<file path="src/rtl/emif_seq_pkg.sv">
// Shared types and register offsets for the EMIF reset/calibration sequencer.
package emif_seq_pkg;

  localparam logic [15:0] DFH_START_OFFSET       = 16'h0000;
  localparam logic [15:0] EMIF_STATUS_OFFSET     = 16'h0008;
  localparam logic [15:0] EMIF_CAPABILITY_OFFSET = 16'h0010;
  localparam logic [15:0] EMIF_CONTROL_OFFSET    = 16'h0018;

  localparam logic [11:0] EMIF_DFH_FEAT_ID = 12'h9;

  typedef struct packed {
    logic [3:0]  feat_type;
    logic [18:0] rsvd;
    logic        eol;
    logic [23:0] next_offset;
    logic [3:0]  feat_rev;
    logic [11:0] feat_id;
  } t_dfh;

  typedef enum logic [2:0] {
    StIdle,
    StRstAssert,
    StWaitAck,
    StWaitCal,
    StDone
  } t_seq_state;

  typedef struct packed {
    logic [31:0] rsvd_hi;
    logic        busy;
    logic        seq_done;
    logic        seq_err;
    logic [3:0]  rsvd_lo;
    logic        ack_tmo;
    logic [7:0]  tmo;
    logic [7:0]  fail;
    logic [7:0]  succ;
  } t_emif_status;

endpackage

</file>
<file path="src/rtl/emif_seq_timer.sv">
// Loadable saturating 32-bit up-counter with a >= limit compare.
module emif_seq_timer (
  input  logic        clk,
  input  logic        rst,
  input  logic        load,
  input  logic [31:0] limit,
  output logic        hit
);

  logic [31:0] count_q;

  always_ff @(posedge clk) begin
    if (rst || load) begin
      count_q <= '0;
    end else if (count_q != '1) begin
      count_q <= count_q + 32'd1;
    end
  end

  assign hit = (count_q >= limit);

endmodule

</file>
<file path="src/rtl/emif_rst_cal_seq.sv">
// Sequences mem_ss reset and calibration bring-up and exposes status through a small CSR slave.
module emif_rst_cal_seq
  import emif_seq_pkg::*;
#(
  parameter int unsigned       NUM_CH       = 4,
  parameter logic [NUM_CH-1:0] CH_MASK      = {NUM_CH{1'b1}},
  parameter int unsigned       RST_HOLD_CYC = 16,
  parameter int unsigned       ACK_TMO_CYC  = 1024,
  parameter int unsigned       CAL_TMO_CYC  = 65536,
  parameter logic [63:0]       DFH_VAL      = 64'h3_00000_06B000_1009
) (
  input  logic              clk,
  input  logic              rst,
  input  logic              csr_wr,
  input  logic              csr_rd,
  input  logic [15:0]       csr_addr,
  input  logic [63:0]       csr_wdata,
  output logic [63:0]       csr_rdata,
  output logic              csr_rd_valid,
  output logic              mem_ss_rst_req,
  input  logic              mem_ss_rst_ack,
  input  logic [NUM_CH-1:0] cal_success,
  input  logic [NUM_CH-1:0] cal_fail,
  output logic              seq_done,
  output logic              seq_err
);

  localparam t_dfh Dfh = t_dfh'(DFH_VAL);

  t_seq_state        state_q, state_d;
  logic [NUM_CH-1:0] succ_q, succ_d, fail_q, fail_d, tmo_q, tmo_d, new_res;
  logic              ack_tmo_q, ack_tmo_d, req_q;
  logic              ctrl_wr, restart, abort;
  logic              tmr_load, tmr_hit;
  logic [31:0]       tmr_limit;
  logic [63:0]       rdata_q, rdata_d;
  logic              rd_valid_q;
  t_emif_status      status;
  logic              unused_wdata;

  assign ctrl_wr      = csr_wr && (csr_addr == EMIF_CONTROL_OFFSET);
  assign restart      = ctrl_wr && csr_wdata[0];
  assign abort        = ctrl_wr && !csr_wdata[0] && csr_wdata[1];
  assign unused_wdata = ^csr_wdata[63:2];

  // A channel only resolves once; later level changes on it are ignored.
  assign new_res = (cal_success | cal_fail) & CH_MASK & ~(succ_q | fail_q);

  always_comb begin
    state_d   = state_q;
    succ_d    = succ_q;
    fail_d    = fail_q;
    tmo_d     = tmo_q;
    ack_tmo_d = ack_tmo_q;
    tmr_limit = '1;
    unique case (state_q)
      StIdle: ;
      StRstAssert: begin
        tmr_limit = 32'(RST_HOLD_CYC - 1);
        if (req_q && tmr_hit) state_d = StWaitAck;
      end
      StWaitAck: begin
        tmr_limit = 32'(ACK_TMO_CYC);
        if (mem_ss_rst_ack) begin
          state_d = StWaitCal;
        end else if (tmr_hit) begin
          ack_tmo_d = 1'b1;
          state_d   = StDone;
        end
      end
      StWaitCal: begin
        tmr_limit = 32'(CAL_TMO_CYC);
        succ_d = succ_q | (new_res & cal_success & ~cal_fail);
        fail_d = fail_q | (new_res & cal_fail);
        if ((succ_d | fail_d) == CH_MASK) begin
          state_d = StDone;
        end else if (tmr_hit) begin
          tmo_d   = CH_MASK & ~(succ_d | fail_d);
          state_d = StDone;
        end
      end
      StDone: ;
      default: state_d = StIdle;
    endcase
    if (restart) begin
      state_d   = StRstAssert;
      succ_d    = '0;
      fail_d    = '0;
      tmo_d     = '0;
      ack_tmo_d = 1'b0;
    end else if (abort) begin
      state_d = StIdle;
    end
  end

  // Hold the count at 0 in the first cycle out of reset so req stays high a full hold period.
  assign tmr_load = (state_d != state_q) || restart || (state_q == StRstAssert && !req_q);

  emif_seq_timer u_timer (
    .clk   (clk),
    .rst   (rst),
    .load  (tmr_load),
    .limit (tmr_limit),
    .hit   (tmr_hit)
  );

  always_ff @(posedge clk) begin
    if (rst) begin
      state_q   <= StRstAssert;
      succ_q    <= '0;
      fail_q    <= '0;
      tmo_q     <= '0;
      ack_tmo_q <= 1'b0;
      req_q     <= 1'b0;
    end else begin
      state_q   <= state_d;
      succ_q    <= succ_d;
      fail_q    <= fail_d;
      tmo_q     <= tmo_d;
      ack_tmo_q <= ack_tmo_d;
      req_q     <= (state_d == StRstAssert);
    end
  end

  assign seq_done       = (state_q == StDone);
  assign seq_err        = seq_done && ((|fail_q) || (|tmo_q) || ack_tmo_q);
  assign mem_ss_rst_req = req_q;

  always_comb begin
    status          = '0;
    status.succ     = 8'(succ_q);
    status.fail     = 8'(fail_q);
    status.tmo      = 8'(tmo_q);
    status.ack_tmo  = ack_tmo_q;
    status.seq_err  = seq_err;
    status.seq_done = seq_done;
    status.busy     = state_q inside {StRstAssert, StWaitAck, StWaitCal};
  end

  always_comb begin
    rdata_d = '0;
    case (csr_addr)
      DFH_START_OFFSET:   rdata_d = Dfh;
      EMIF_STATUS_OFFSET: rdata_d = status;
      EMIF_CAPABILITY_OFFSET: begin
        rdata_d[7:0]  = 8'(CH_MASK);
        rdata_d[15:8] = 8'(NUM_CH);
      end
      default: rdata_d = '0;
    endcase
  end

  always_ff @(posedge clk) begin
    if (rst) begin
      rdata_q    <= '0;
      rd_valid_q <= 1'b0;
    end else begin
      rd_valid_q <= csr_rd;
      if (csr_rd) rdata_q <= rdata_d;
    end
  end

  assign csr_rdata    = rdata_q;
  assign csr_rd_valid = rd_valid_q;

endmodule

</file>
<file path="config.mk">
export PLATFORM = sky130hd
export DESIGN_NAME = emif_rst_cal_seq
export DESIGN_NICKNAME = d
export VERILOG_FILES = /design/src/rtl/emif_seq_pkg.sv /design/src/rtl/emif_seq_timer.sv /design/src/rtl/emif_rst_cal_seq.sv
export SDC_FILE = /design/constraint.sdc
export NUM_CORES = 1
export LEC_CHECK = 0
export ABC_CLOCK_PERIOD_IN_PS = 6900
export CAP_MARGIN = 20
export CORE_MARGIN = 2
export CORE_UTILIZATION = 25
export DETAILED_ROUTE_END_ITERATION = 8
export GPL_TIMING_DRIVEN = 0
export SLEW_MARGIN = 30
export SYNTH_ARGS = -nofsm -noshare
export SYNTH_HDL_FRONTEND = slang
export SYNTH_SLANG_ARGS = --single-unit
</file>
<file path="constraint.sdc">
create_clock -name clk -period 6.9 [get_ports clk]
set_clock_uncertainty 0.05 [all_clocks]
set_input_delay 1.035 -clock clk [delete_from_list [all_inputs] [get_ports clk]]
set_output_delay 1.035 -clock clk [all_outputs]
set_load 0.01 [all_outputs]
</file>
# Word level (Yosys, flattened, before mapping)
# Cells that the tools add are included.
# W data, S select, Z words.
word_totals:
  input_bits: 93
  ff_bits: 114
classes:
  bitwise: 14
  eq_ne: 11
  magnitude_cmp: 1
  mux: 10
  n_addsub: 1
  reduce_logical: 23
op_table:
  columns: ["cell", "count"]
  rows:
  - ["$pmux W32 S3", 1]
  - ["$pmux W46 S2", 1]
  - ["$pmux W13 S3", 1]
  - ["$add A32 B1 Y32 const B", 1]
  - ["$eq A16 B5 Y1 const B", 2]
  - ["$ge A32 B32 Y1", 1]
  - ["$ne A32 B32 Y1 const B", 1]
  - ["$or A4 B4 Y4", 5]
  - ["$mux W3", 6]
  - ["$and A4 B4 Y4", 4]
  - ["$eq A16 B4 Y1 const B", 1]
  - ["$logic_not A16 Y1", 1]
  - ["$not A4 Y4", 3]
  - ["$pmux W3 S4", 1]
  - ["$reduce_or A4 Y1", 2]
  - ["$logic_and A1 B1 Y1", 7]
  - ["$eq A3 B1 Y1 const B", 2]
  - ["$eq A3 B2 Y1 const B", 2]
  - ["$reduce_and A3 Y1", 2]
  - ["$logic_or A1 B1 Y1", 5]
  - ["$eq A4 B4 Y1 const B", 1]
  - ["$reduce_or A2 Y1", 2]
  - ["$eq A3 B3 Y1 const B", 1]
  - ["$logic_not A3 Y1", 1]
  - ["4 further kinds", 6]

# Logic depth before layout (Yosys ltp)
# Gate-level depths: netlist of the first run.
depth:
  word_depth: 16
  ltp_mapped: 14
  mapped_depth_nobuf: 11

# Hierarchy
# Synthesis of the first run repeated with hierarchy kept, for this count alone.
hier_totals:
  hier_cells: 547
  area_unflattened_um2: 4483.0
modules_own_cells:
  columns: ["mod", "seq_area_each_um2", "cells_per_inst", "instances", "area_per_inst_um2"]
  rows:
  - ["emif_seq_timer", 640.6, 297, 1, 2389.8]
  - ["emif_rst_cal_seq", 720.7, 250, 1, 2093.3]

# Worst setup path after synthesis of the first run
# No wires, ideal clock.
synth_timing:
  path_type: "register to register"
  from: "register state_q[0]"
  to: "register u_timer.count_q[14]"
  path_stages_with_launch: 13
  n_path_buf: 2
  synth_period_minus_slack_ns: 3.875
  setup_ns: 0.119
  setup_slack_ns: 3.025
  t_arrival_ns: 3.706
  path_cell_list: "dfxtp_1 > clkbuf_1 > nor2_1 > nor2_1 > ha_1 > a21oi_1 > o21ai_0 > a221oi_2 > nand4_2 > and2_1 > a311oi_2 > buf_4 > nor3_1"
synth_via:
  elab_chain_len: 12
synth_rtl:
  columns: ["element", "line_no", "text"]
  rows:
  - ["start: declaration", "emif_rst_cal_seq.sv:30", "t_seq_state state_q, state_d;"]
  - ["start signal: assignment", "emif_rst_cal_seq.sv:109", "state_q <= StRstAssert;"]
  - ["start signal: assignment", "emif_rst_cal_seq.sv:116", "state_q <= state_d;"]
  - ["$eq A3 B2 Y1 or $eq A3 B1 Y1 (tied branches)", "emif_rst_cal_seq.sv:56, emif_rst_cal_seq.sv:97", null]
  - ["$pmux W32 S3", "emif_rst_cal_seq.sv:56", "unique case (state_q)"]
  - ["$ge A32 B32 Y1", "emif_seq_timer.sv:20", "assign hit = (count_q >= limit);"]
  - ["$mux W3 or $logic_and A1 B1 Y1 (tied branches)", "emif_rst_cal_seq.sv:66, emif_rst_cal_seq.sv:77, emif_rst_cal_seq.sv:60", null]
  - ["$mux W3, on equally long branches", "emif_rst_cal_seq.sv:75, emif_rst_cal_seq.sv:60, emif_rst_cal_seq.sv:64", null]
  - ["$pmux W3 S4", "emif_rst_cal_seq.sv:56", null]
  - ["$mux W3", "emif_rst_cal_seq.sv:91", "end else if (abort) begin"]
  - ["$mux W3", "emif_rst_cal_seq.sv:85", "if (restart) begin"]
  - ["$ne A3 B3 Y1", "emif_rst_cal_seq.sv:97", "assign tmr_load = (state_d != state_q) || restart || (state_q == StRstAssert && !req_q);"]
  - ["$logic_or A1 B1 Y1", "emif_rst_cal_seq.sv:97", null]
  - ["$logic_or A1 B1 Y1 *", "emif_rst_cal_seq.sv:97", null]
  - ["$logic_or A1 B1 Y1 *", "emif_seq_timer.sv:13", "if (rst || load) begin"]
  - ["end signal: assignment", "emif_seq_timer.sv:16", "count_q <= count_q + 32'd1;"]
  - ["end: declaration", "emif_seq_timer.sv:10", "logic [31:0] count_q;"]
# Mark *: on every way between the ends. The rest lies on a longest branch, timed or not.
# A chain may end at the register's enable or synchronous reset.

# Worst setup path in the final report of the first run
layout_timing:
  from: "register state_q[0]"
  to: "register u_timer.count_q[5]"
# The elaborated chain is that of the path after synthesis.

==> results of run 1 <==
registers in the layout (all words and copies together) (netlist names):
| register | flops |
|---|---|
| ack_tmo_q | 1 |
| csr_rd_valid | 1 |
| csr_rdata | 18 |
| fail_q | 4 |
| mem_ss_rst_req | 1 |
| state_q | 3 |
| succ_q | 4 |
| tmo_q | 4 |
| u_timer.count_q | 32 |
worst paths after layout:
kind,slack (ns),end,cells after the start,from
worst max-delay path,2.68,u_timer.count_q[5]$_SDFFE_PP0P_,14,state_q[0]$_SDFF_PP1_
worst min-delay path,0.42,csr_rdata[0]$_SDFFE_PP0P_,2,csr_rdata[0]$_SDFFE_PP0P_
worst max register to register,2.68,u_timer.count_q[5]$_SDFFE_PP0P_,14,state_q[0]$_SDFF_PP1_
worst min register to register,0.42,csr_rdata[0]$_SDFFE_PP0P_,2,csr_rdata[0]$_SDFFE_PP0P_
metal layers:
layer / up-vias / wire length (um)
met2: 63 / 5570
met5: - / 0
met4: 0 / 260
met1: 1852 / 5580
li1: 2165 / -
met3: 13 / 274
cell type report:
type                            count  share of cell area
Multi-Input combinational cell    449               0.484
Sequential cell                    68               0.231
Timing Repair Buffer               55              0.0934
Buffer                             77              0.0847
Tap cell                          229              0.0486
Clock buffer                        9              0.0382
Clock inverter                      7              0.0115
Inverter                           14             0.00892
metrics by stage:
stage               utilization  total power, W  instances  hold slack (ns)
global route              0.327        0.000969        908            0.433
global placement          0.310        0.000486        892            0.407
floorplan                     -        0.000456        608            0.400
detailed placement        0.311        0.000485        892            0.415
CTS                       0.327        0.000946        908            0.423
finish                    0.327        0.000936        908            0.425
cell usage in the layout (no fill, tap or decap), types with 24 or more instances in the layout:
master and instances:
conb_1 42, nand2_1 36, xor2_1 24, nor3_1 48, buf_4 50, a21oi_1 39
clkdlybuf4s50_1 55, dfxtp_1 68, ha_1 31, nand3b_1 29, nor2_1 42
cells by family (layout without fill, tap and decap cells):
group	after synthesis	after routing	synth area share
mux	4	4	0.00870
fa+ha+maj	31	31	0.0843
flops	68	68	0.296
xor+xnor	30	30	0.0571
compound gates	85	85	0.114
buf+inv	91	162	0.120
simple gates	257	257	0.320
other cells	1	42	0.000815
power by group:
| part | total [W] | switching, W | leakage [nW] | internal, W |
|---|---|---|---|---|
| Sequential | 0.000397 | 0.00000181 | 0.549 | 0.000395 |
| Combinational | 0.0000811 | 0.0000380 | 1.76 | 0.0000431 |
| Clock | 0.000459 | 0.000181 | 0.137 | 0.000277 |
worst reg2reg max path: cells and delay by family (launching register included):
kind / cells / cell delay [ns]
buf+inv: 3 / 1.05
simple gates: 8 / 2.00
fa+ha+maj: 1 / 0.30
flops: 1 / 0.31
compound gates: 2 / 0.38
==> impl_results.html, run 1 <==
<table>
<tr><th>Metric</th><th>Value</th></tr>
<tr><th colspan="2">Run status</th></tr>
<tr><td>Run status</td><td>complete, no violations</td></tr>
<tr><th colspan="2">Worst setup path</th></tr>
<tr><td>Dominant delay contributor by cell family on the critical path</td><td>simple AND/OR/NAND/NOR gates</td></tr>
<tr><td>Arrival @ worst endpoint</td><td>~4.4 ns</td></tr>
<tr><td>Required time worst endpoint</td><td>approximately 7 ns</td></tr>
<tr><td>Cell Chain, Critical Path</td><td>clkbuf_1 &gt; nor2b_1 &gt; and2_1 &gt; clkbuf_1 &gt; nor3_1 &gt; ha_1 &gt; nand4_1 &gt; nor4_1 &gt; o221ai_1 &gt; nand4_2 &gt; a21oi_1 &gt; nor4_2 &gt; buf_2 &gt; nor3_1</td></tr>
<tr><td>Type of destination of the critical path</td><td>flip-flop</td></tr>
<tr><td>Worst path slowest cell</td><td>nor4_2</td></tr>
<tr><td>Crit path buffers/inverters</td><td>3</td></tr>
<tr><td>Largest fanout on the critical path</td><td>10</td></tr>
<tr><td>Worst stage delay on the critical path</td><td>between 0.4 and 0.5 ns</td></tr>
<tr><td>Critical path type</td><td>reg -&gt; reg</td></tr>
<tr><td>Critical path startpoint category</td><td>flip-flop</td></tr>
<tr><th colspan="2">Floorplanning</th></tr>
<tr><td>Cell Rows</td><td>49</td></tr>
<tr><td>I/O pin total</td><td>161</td></tr>
<tr><td>Die X-Extent</td><td>about 140 um</td></tr>
<tr><td>Core area</td><td>~0.018 sq mm</td></tr>
<tr><td>Effective utilization at floorplan</td><td>0.255</td></tr>
<tr><td>Total die area</td><td>around 0.020 sq mm</td></tr>
<tr><td>Die height</td><td>140 um</td></tr>
<tr><th colspan="2">Place</th></tr>
<tr><td>Area of placed instances</td><td>about 0.0056 sq mm</td></tr>
<tr><td>Post-placement setup slack</td><td>2.67 ns</td></tr>
<tr><td>I/O Buffers</td><td>between 50 and 60</td></tr>
<tr><td>Hpwl dp</td><td>8890 um</td></tr>
<tr><td>Final GP Congestion</td><td>approximately 0.82</td></tr>
<tr><th colspan="2">Logic synthesis</th></tr>
<tr><td>Commonest cells post-synth</td><td>dfxtp_1, buf_4, nor3_1</td></tr>
<tr><td>Number of distinct library cells after synthesis</td><td>56</td></tr>
<tr><td>Cell count after synthesis</td><td>between 500 and 600</td></tr>
<tr><td>Part of the Yosys area used for sequential elements</td><td>0.296</td></tr>
<tr><td>Average size of a mapped cell</td><td>slightly above 8 sq um</td></tr>
<tr><td>Cell types occupying the most area after synthesis</td><td>dfxtp_1, ha_1, buf_4</td></tr>
<tr><td>Netlist Area Pre-Place</td><td>0.00460 sq mm</td></tr>
<tr><td>Number of enable flip-flop cells after synthesis</td><td>0</td></tr>
<tr><td>Synth Flop Type</td><td>dfxtp_1</td></tr>
<tr><td>Top-count cell post-synth</td><td>dfxtp_1</td></tr>
<tr><td>Number of synthesized register bits</td><td>a little under 70</td></tr>
<tr><td>Proportion of synthesized flip-flops having asynchronous set or reset</td><td>0</td></tr>
<tr><td>Cell type contributing the most total cell area after synthesis</td><td>dfxtp_1</td></tr>
<tr><td>Total of warnings raised by yosys</td><td>0</td></tr>
<tr><td>Portion of synthesized cell area occupied by the leading cell type</td><td>0.296</td></tr>
<tr><th colspan="2">Final layout</th></tr>
<tr><td>Final non-filler cell area</td><td>between 0.005 and 0.006 sq mm</td></tr>
<tr><td>Filler cell count in the final layout</td><td>a little under 2000</td></tr>
<tr><td>Total Nets Final</td><td>around 800</td></tr>
<tr><td>Area growth, synth to finish</td><td>28.1%</td></tr>
<tr><td>Combined flip-flop and latch cell area</td><td>~0.0014 sq mm</td></tr>
<tr><td>Number of diodes added for antenna fixing</td><td>0</td></tr>
<tr><td>Layout cells sized above 1</td><td>0.137</td></tr>
<tr><td>Multi-input gate area</td><td>0.00285 sq mm</td></tr>
<tr><th colspan="2">CTS</th></tr>
<tr><td>CTS resizes</td><td>0</td></tr>
<tr><td>Longest Clk Path Bufs</td><td>2</td></tr>
<tr><td>Total of hold buffers inserted after clock tree synthesis</td><td>0</td></tr>
<tr><td>Clock tree root buffer cell</td><td>clkbuf_16</td></tr>
<tr><td>Clock buffers created by TritonCTS</td><td>9</td></tr>
<tr><td>Clock insertion delay at the later pin of the skew report</td><td>0.34 ns</td></tr>
<tr><td>TritonCTS clock tree</td><td>built</td></tr>
<tr><td>Count of clock tree sinks</td><td>68</td></tr>
<tr><td>Number of H-tree levels</td><td>3</td></tr>
<tr><td>Clock Pin Slew Worst Setup and Hold Paths</td><td>roughly 0.060 ns</td></tr>
<tr><td>Buffers inserted during post-CTS setup optimization</td><td>0</td></tr>
<tr><th colspan="2">Routing</th></tr>
<tr><td>Final Routed Wirelength</td><td>around 12000 um</td></tr>
<tr><td>TritonRoute pass-1 iters</td><td>4</td></tr>
<tr><td>Number of DRC markers in iteration 0</td><td>roughly 260</td></tr>
<tr><td>Vias</td><td>approximately 4100</td></tr>
<tr><td>Routed len/inst</td><td>12.9 um</td></tr>
<tr><td>Post-route antenna net violation count</td><td>0</td></tr>
<tr><td>Number of DRC violations after detailed routing</td><td>0</td></tr>
<tr><td>Average via count per standard cell</td><td>4.51</td></tr>
<tr><th colspan="2">Timing</th></tr>
<tr><td>Setup violation total in the final timing report</td><td>0</td></tr>
<tr><td>Maximum frequency from static timing analysis</td><td>around 240 MHz</td></tr>
<tr><td>Worst-case headroom to the max-slew limit</td><td>0.514</td></tr>
<tr><td>Fin crit share</td><td>0.612</td></tr>
<tr><td>Minimum clock period</td><td>between 4 and 5 ns</td></tr>
<tr><td>Final Slew Violations</td><td>0</td></tr>
<tr><td>Slew at the pin with the worst max-slew slack</td><td>0.722 ns</td></tr>
<tr><td>Aggregate negative setup slack</td><td>0 ns</td></tr>
<tr><td>Fin. Hold Viols</td><td>0</td></tr>
<tr><td>Unrepaired setup endpoints after global routing</td><td>no</td></tr>
<tr><td>Final critical-path setup slack</td><td>between 2 and 3 ns</td></tr>
<tr><th colspan="2">Pwr</th></tr>
<tr><td>Reported leakage power</td><td>2.45 nW</td></tr>
<tr><td>Power density cells</td><td>159 mW/mm^2</td></tr>
<tr><td>Worst vdd ir</td><td>0.000103 V</td></tr>
<tr><th colspan="2">Global routing</th></tr>
<tr><td>Antenna violations before repair</td><td>0</td></tr>
<tr><td>Global route overflow</td><td>0</td></tr>
<tr><td>Most Crowded Layer GR</td><td>met2</td></tr>
<tr><td>Vias in the first global route</td><td>around 3800</td></tr>
<tr><td>Global routing met1 resource utilization</td><td>0.161</td></tr>
<tr><td>Global routing usage on met2</td><td>0.197</td></tr>
<tr><td>Total routing usage reported by global routing</td><td>0.121</td></tr>
<tr><td>First-pass GRT wire length</td><td>approximately 19000 um</td></tr>
<tr><td>Maximum number of pins on one net before global-route repair</td><td>28</td></tr>
<tr><td>Met3 demand-to-capacity share in global routing</td><td>0.0127</td></tr>
<tr><th colspan="2">Flow run</th></tr>
<tr><td>Total of max-cap violations</td><td>0</td></tr>
<tr><th colspan="2">Hold path</th></tr>
<tr><td>Type of the most critical hold path</td><td>reg -&gt; reg</td></tr>
</table>
Power figures use the tool's default switching activity.
==> inputs of run 2 (changes only) <==
--- a/config.mk
+++ b/config.mk
@@ -5,7 +5,7 @@
 export SDC_FILE = /design/constraint.sdc
 export NUM_CORES = 1
 export LEC_CHECK = 0
-export ABC_CLOCK_PERIOD_IN_PS = 6900
+export ABC_CLOCK_PERIOD_IN_PS = 4200
 export CAP_MARGIN = 20
 export CORE_MARGIN = 2
 export CORE_UTILIZATION = 25
==> constraint.sdc (replaced) <==
create_clock -name clk -period 4.2 [get_ports clk]
set_clock_uncertainty 0.05 [all_clocks]
set_input_delay 0.63 -clock clk [delete_from_list [all_inputs] [get_ports clk]]
set_output_delay 0.63 -clock clk [all_outputs]
set_load 0.01 [all_outputs]
==> impl_results.html, run 2 (same netlist as run 1, synthesis figures left out) <==
<table>
<tr><th>Metric</th><th>Value</th></tr>
<tr><th colspan="2">Final layout</th></tr>
<tr><td>Layout cells sized above 1</td><td>0.147</td></tr>
<tr><td>Combined flip-flop and latch cell area</td><td>0.00136 sq mm</td></tr>
<tr><td>Final non-filler cell area</td><td>approximately 0.0060 sq mm</td></tr>
<tr><td>Number of diodes added for antenna fixing</td><td>0</td></tr>
<tr><td>Commonest cells after routing, fill and taps aside</td><td>dfxtp_1, clkdlybuf4s50_1, buf_4</td></tr>
<tr><td>Utilization of the core after routing</td><td>0.331</td></tr>
<tr><td>Area growth, synth to finish</td><td>29.5%</td></tr>
<tr><td>Number of flip-flops in the largest register</td><td>32</td></tr>
<tr><td>Register bank with the most flops</td><td>u_timer.count_q</td></tr>
<tr><td>Leading cell type in the layout, fill and taps excluded</td><td>dfxtp_1</td></tr>
<tr><td>Multi-input gate area</td><td>approximately 0.0029 sq mm</td></tr>
<tr><td>Total Nets Final</td><td>801</td></tr>
<tr><td>Filler cell count in the final layout</td><td>about 1900</td></tr>
<tr><th colspan="2">Worst setup path</th></tr>
<tr><td>Beginning of the worst register-to-register path</td><td>state_q[0]$_SDFF_PP1_</td></tr>
<tr><td>Largest fanout on the critical path</td><td>10</td></tr>
<tr><td>Critical path type</td><td>reg -&gt; reg</td></tr>
<tr><td>Cell Chain, Critical Path</td><td>clkbuf_1 &gt; nor2b_2 &gt; and2_1 &gt; clkbuf_2 &gt; nor3_1 &gt; ha_1 &gt; nand4_1 &gt; nor4_2 &gt; o221ai_1 &gt; nand4_2 &gt; a21oi_1 &gt; a311oi_4 &gt; buf_4 &gt; nor3_1</td></tr>
<tr><td>Critical path's most frequent cell</td><td>nor3_1</td></tr>
<tr><td>Critical path launch point</td><td>state_q[0]$_SDFF_PP1_</td></tr>
<tr><td>Critical path startpoint category</td><td>flip-flop</td></tr>
<tr><td>Worst stage delay on the critical path</td><td>roughly 0.43 ns</td></tr>
<tr><td>Required time worst endpoint</td><td>around 4.4 ns</td></tr>
<tr><td>Arrival @ worst endpoint</td><td>about 4 ns</td></tr>
<tr><td>Worst path slowest cell</td><td>a311oi_4</td></tr>
<tr><td>Type of destination of the critical path</td><td>flip-flop</td></tr>
<tr><th colspan="2">CTS</th></tr>
<tr><td>Count of clock tree sinks</td><td>68</td></tr>
<tr><td>Clock Pin Slew Worst Setup and Hold Paths</td><td>approximately 0.060 ns</td></tr>
<tr><td>TritonCTS clock tree</td><td>built</td></tr>
<tr><td>Clock buffers created by TritonCTS</td><td>9</td></tr>
<tr><td>Number of H-tree levels</td><td>3</td></tr>
<tr><td>Longest Clk Path Bufs</td><td>2</td></tr>
<tr><td>Clock tree root buffer cell</td><td>clkbuf_16</td></tr>
<tr><td>Clock insertion delay at the later pin of the skew report</td><td>0.34 ns</td></tr>
<tr><td>Total of hold buffers inserted after clock tree synthesis</td><td>0</td></tr>
<tr><th colspan="2">Pwr</th></tr>
<tr><td>Reported leakage power</td><td>roughly 2.5 nW</td></tr>
<tr><td>Switching part of the total</td><td>0.236</td></tr>
<tr><td>Net switching power figure</td><td>approximately 0.00036 W</td></tr>
<tr><td>Sequential fraction of design power</td><td>0.423</td></tr>
<tr><td>Proportion of power drawn by the clock network</td><td>0.489</td></tr>
<tr><td>Power density cells</td><td>~260 mW/mm^2</td></tr>
<tr><td>Worst vdd ir</td><td>0.000170 V</td></tr>
<tr><td>Fraction of power consumed by combinational cells</td><td>0.088</td></tr>
<tr><td>Internal Power</td><td>approximately 0.0012 W</td></tr>
<tr><th colspan="2">Place</th></tr>
<tr><td>Hpwl dp</td><td>about 8900 um</td></tr>
<tr><td>Area of placed instances</td><td>around 0.0056 sq mm</td></tr>
<tr><td>I/O Buffers</td><td>55</td></tr>
<tr><td>Final GP Congestion</td><td>about 0.82</td></tr>
<tr><th colspan="2">Global routing</th></tr>
<tr><td>Maximum number of pins on one net before global-route repair</td><td>28</td></tr>
<tr><td>Vias in the first global route</td><td>around 3800</td></tr>
<tr><td>Total routing usage reported by global routing</td><td>0.121</td></tr>
<tr><td>First-pass GRT wire length</td><td>between 15000 and 20000 um</td></tr>
<tr><td>Global route overflow</td><td>0</td></tr>
<tr><td>Antenna violations before repair</td><td>0</td></tr>
<tr><th colspan="2">Floorplanning</th></tr>
<tr><td>Effective utilization at floorplan</td><td>0.255</td></tr>
<tr><td>Core area</td><td>~0.018 sq mm</td></tr>
<tr><td>Total die area</td><td>roughly 0.02 sq mm</td></tr>
<tr><td>Die height</td><td>between 100 and 150 um</td></tr>
<tr><td>Die X-Extent</td><td>between 100 and 150 um</td></tr>
<tr><td>Cell Rows</td><td>49</td></tr>
<tr><td>I/O pin total</td><td>roughly 160</td></tr>
<tr><th colspan="2">Timing</th></tr>
<tr><td>Final Slew Violations</td><td>0</td></tr>
<tr><td>Fin crit share</td><td>0.920</td></tr>
<tr><td>Maximum frequency from static timing analysis</td><td>259 MHz</td></tr>
<tr><td>Worst-case headroom to the max-slew limit</td><td>0.494</td></tr>
<tr><td>Fin. Hold Viols</td><td>0</td></tr>
<tr><td>Unrepaired setup endpoints after global routing</td><td>no</td></tr>
<tr><td>Minimum clock period</td><td>3.86 ns</td></tr>
<tr><td>Slew at the pin with the worst max-slew slack</td><td>0.752 ns</td></tr>
<tr><td>Setup violation total in the final timing report</td><td>0</td></tr>
<tr><th colspan="2">Routing</th></tr>
<tr><td>Number of DRC markers in iteration 0</td><td>290</td></tr>
<tr><td>Final Routed Wirelength</td><td>around 12000 um</td></tr>
<tr><td>Routed len/inst</td><td>13.1 um</td></tr>
<tr><td>Average via count per standard cell</td><td>4.49</td></tr>
<tr><td>Post-route antenna net violation count</td><td>0</td></tr>
<tr><td>Number of DRC violations after detailed routing</td><td>0</td></tr>
<tr><td>Vias</td><td>roughly 4100</td></tr>
<tr><td>TritonRoute pass-1 iters</td><td>4</td></tr>
<tr><th colspan="2">Run status</th></tr>
<tr><td>Run status</td><td>complete, no violations</td></tr>
<tr><th colspan="2">Flow run</th></tr>
<tr><td>Total of max-cap violations</td><td>0</td></tr>
<tr><th colspan="2">Hold path</th></tr>
<tr><td>Type of the most critical hold path</td><td>reg -&gt; reg</td></tr>
<tr><td>Start point of the worst hold path</td><td>csr_rdata[0]$_SDFFE_PP0P_</td></tr>
</table>
[run 2: power by group through the flow]
stage / Sequential, W / Combinational [W] / Clock [W]
3_3_place_gp: 0.000666 / 0.000132 / 0
3_5_place_dp: 0.000666 / 0.000132 / 0
5_1_grt: 0.000651 / 0.000146 / 0.000796
2_1_floorplan: 0.000666 / 0.0000833 / 0
6_report: 0.000651 / 0.000135 / 0.000753
4_1_cts: 0.000651 / 0.000132 / 0.000770
[run 2: metrics by stage]
step | total power [W] | std cells | setup TNS [ns] | setup slack, ns | hold WS (ns)
global placement | 0.000798 | 892 | -33.38 | -0.971 | 0.407
finish | 0.00154 | 911 | 0 | 0.335 | 0.425
CTS | 0.00155 | 908 | 0 | 0.0222 | 0.423
detailed placement | 0.000797 | 892 | -0.492 | -0.0337 | 0.415
floorplan | 0.000749 | 608 | 0 | 0.325 | 0.400
global route | 0.00159 | 911 | 0 | 0.0573 | 0.433
[run 2: path summary, 6_finish.rpt]
path / endpoint / slack [ns] / cells after the start
worst max register to register: u_timer.count_q[20]$_SDFFE_PP0P_ / 0.34 / 14
worst max-delay path: u_timer.count_q[20]$_SDFFE_PP0P_ / 0.34 / 14
worst min-delay path: csr_rdata[0]$_SDFFE_PP0P_ / 0.42 / 2
worst min register to register: csr_rdata[0]$_SDFFE_PP0P_ / 0.42 / 2
[run 2: cell type report]
class                      count  area share
multi-input combinational    450       0.485
sequential                    68       0.228
timing repair buffer          57      0.0970
buffer                        77      0.0840
tap                          229      0.0481
clock buffer                   9      0.0378
clock inverter                 7      0.0113
inverter                      14     0.00882
[run 2: worst max-delay path: cells and delay by family, from the launching register on]
family	cells	cell delay [ns]
simple gates	7	1.42
buf+inv	3	0.84
compound gates	3	0.83
flops	1	0.31
fa+ha+maj	1	0.30
[run 2: timing repair]
action,CTS,global route
resized for setup,1,5
buffers inserted,0,2
endpoints found under the setup margin,30,32
gates cloned,0,1
pin swaps,0,2
[run 2: layer usage]
layer / up-vias / GRT usage / part of all wire
li1: 2173 / - / -
met1: 1847 / 0.162 / 0.47
met2: 59 / 0.197 / 0.48
met3: 13 / 0.0127 / 0.027
met4: 0 / 0.0553 / 0.021
met5: - / 0 / 0
==> patch (settings of run 1) <==
Set the parameter `NUM_CH` to 3 (it was 4).
--- a/src/rtl/emif_rst_cal_seq.sv
+++ b/src/rtl/emif_rst_cal_seq.sv
@@ -3,5 +3,5 @@
   import emif_seq_pkg::*;
 #(
-  parameter int unsigned       NUM_CH       = 4,
+  parameter int unsigned       NUM_CH       = 3,
   parameter logic [NUM_CH-1:0] CH_MASK      = {NUM_CH{1'b1}},
   parameter int unsigned       RST_HOLD_CYC = 16,
Ports: changed (resized cal_fail and cal_success); port bits go from 161 to 159. The function was not compared with the original's and may differ.
==> patch against run 1 <==
Routed wire length fell by 19%; total power fell by 3.1%; non-clock buffer count is 15 lower; setup slack improved by 710 ps; synthesized area shrank 10%; hold slack got worse by 7.7 ps; cell count shrank 11%; final area shrank 8.2%; first-iteration DRC count shrank 37%; sequential cell count shrank 6; sequential share of layout area fell by 0.15 points; count of clock-buffer cells in the layout up 3; critical path type unchanged; critical endpoint is now u_timer.count_q[16]$_SDFFE_PP0P_; highest routed layer unchanged.
==> patch: results (changes against run 1) <==
- Count of non-filler cells in the finished layout: 804 (-11%)
- Number of buffers inserted to repair setup after CTS: 0 (unchanged)
- Pin count of the biggest net entering global routing: 21 (-25%)
- Aggregate global-route resource usage: 0.111 (-0.0103)
- Placer Congestion: 0.803 (-2.2%)
- Highest ir drop seen on vdd: 0.109 mV (+5.7%)
- Number of global-route vias before repair: 3197 (-16%)
- Synthesized netlist cell count: 477 (-16%)
- Synth unique cells: 53 (-5.4%)
- Fraction of synthesized cell area in xor and xnor cells: 0.0633 (+0.00624)
- Grt met3 use: 0.0257 (+0.0129)
- Worst path slowest cell: a211oi_1
- Final-stage net count: 705 (-12%)
- Length in cells of the worst reg-to-reg path: 14 (unchanged)
- TritonCTS buffer count: 9 (unchanged)
- First-pass GRT wire length: 15700 um (-19%)
- Worst min-delay path startpoint: csr_rdata[18]$_SDFFE_PP0P_
- Top cells by area, synth: dfxtp_1 (30%), ha_1 (9.4%), buf_4 (8.9%), nor3_2 (7.8%), xor2_1 (4.0%)
- Register ranked first by flip-flop count: u_timer.count_q
- Share of cell area taken by muxes after synthesis: 0.0121 (+0.00342)
- Total of cells resized after clock tree synthesis: 0 (unchanged)
- Number of I/O port buffers: 51 (-7.3%)
- Number of DRC markers after the initial detailed-route iteration: 167 (-37%)
- Routed wirelength normalized by instance count: 11.8 um (-8.1%)
- Register area share after synthesis: 0.301 (+0.00479)
- Post-synthesis compound-gate area fraction: 0.114 (+0.000291)
- Grt met1 use: 0.142 (-0.0192)
- Met3 wire len: 392 um (+43%)
- Final-report setup violation count: 0 (unchanged)
- Proportion of layout cells with a drive suffix above 1: 0.204 (+0.0671)
- Sum of negative setup slack: 0 ps (unchanged)
- Stage delay of the slowest cell on the critical path: 400 ps (-60 ps)
- Setup crit start: state_q[0]$_SDFF_PP1_
- Worst R2R Setup Slack: 3390 ps (+710 ps)
- Most frequent cells after synthesis: dfxtp_1 (62), buf_4 (49), nor2_1 (35), nand2_1 (34), a21oi_1 (33)
- Internal Power: 0.000706 W (-1.3%)
- Crit path arrival time: 3670 ps (-720 ps)
- Detailed placer's ending HPWL: 7400 um (-17%)
- Placed instance count: 788 (-12%)
- Routed length on met2: 4440 um (-20%)
- Post-placement setup slack: 3210 ps (+546 ps)
- Fin crit period: 3510 ps (-706 ps)
- Leakage power total: 2.21 nW (-9.9%)
- Wire length on met1: 4500 um (-19%)
- Run status: complete, no violations
- Adder and majority gate portion of the synthesized area: 0.0939 (+0.00965)
- Fraction of met2 tracks used by global routing: 0.178 (-0.0189)
- Post-detailed-placement cell area: 0.00511 mm2 (-8.8%)
- Longest Clk Path Bufs: 2 (unchanged)
- Maximum fanout encountered on the critical timing path: 20 (+10)
- Type of the worst min-delay path: reg -> reg
- Worst setup path endpoint: u_timer.count_q[16]$_SDFFE_PP0P_
- Count of synthesis-stage warnings from yosys: 0 (unchanged)
- # H-tree levels: 3 (unchanged)
- Count of vias placed by the detailed router: 3438 (-16%)
- Slew HR: 0.513 (-0.00107)
-- patch: cell count changes in the layout (fill, tap and decap cells not counted), sizes merged, moves of 7 or more --
cell / change
nor4: -9
nor4b: -7
nand3: +8
nor2: -7
nor2b: -10
clkbuf: -8
nand3b: -26
-- patch: power by group through the flow --
stage / Clock (W) / Combinational, W / Sequential, W
after global placement: 0 / 0.0000846 / 0.000372
after floorplan: 0 / 0.0000513 / 0.000373
final: 0.000458 / 0.0000852 / 0.000365
after global routing: 0.000484 / 0.0000923 / 0.000365
after detailed placement: 0 / 0.0000849 / 0.000372
after CTS: 0.000469 / 0.0000850 / 0.000365
-- patch: area by class of cell --
type                       count  area [um2]
fill                        1689       10600
multi-input combinational    383        2550
sequential                    62        1240
timing repair buffer          52         538
buffer                        65         464
tap                          216         270
clock buffer                  12         256
clock inverter                 4        45.0
inverter                      10        40.0
-- patch: worst min path at each step --
stage / end / cells after the start / slack [ps]
floorplan: csr_rdata[1]$_SDFFE_PP0P_ / 2 / 400
global placement: csr_rdata[18]$_SDFFE_PP0P_ / 2 / 410
detailed placement: csr_rdata[18]$_SDFFE_PP0P_ / 2 / 410
CTS: csr_rdata[18]$_SDFFE_PP0P_ / 2 / 420
global route: csr_rdata[18]$_SDFFE_PP0P_ / 2 / 430
finish: csr_rdata[18]$_SDFFE_PP0P_ / 2 / 420
-- patch: cell families after synthesis --
group,count (synthesis)
other,1
AO/OA/AOI/OAI,75
XOR/XNOR,29
buffers and inverters,75
AND/OR/NAND/NOR,199
flip-flops,62
adder cells (fa/ha/maj),31
multiplexers,5
-- patch: worst max-delay path, delay by kind of cell, from the launching register on --
family	cells	cell delay [ps]
compound gates	4	980
simple gates	5	800
flops	1	290
buf+inv	3	620
xor+xnor	1	350
fa+ha+maj	1	290
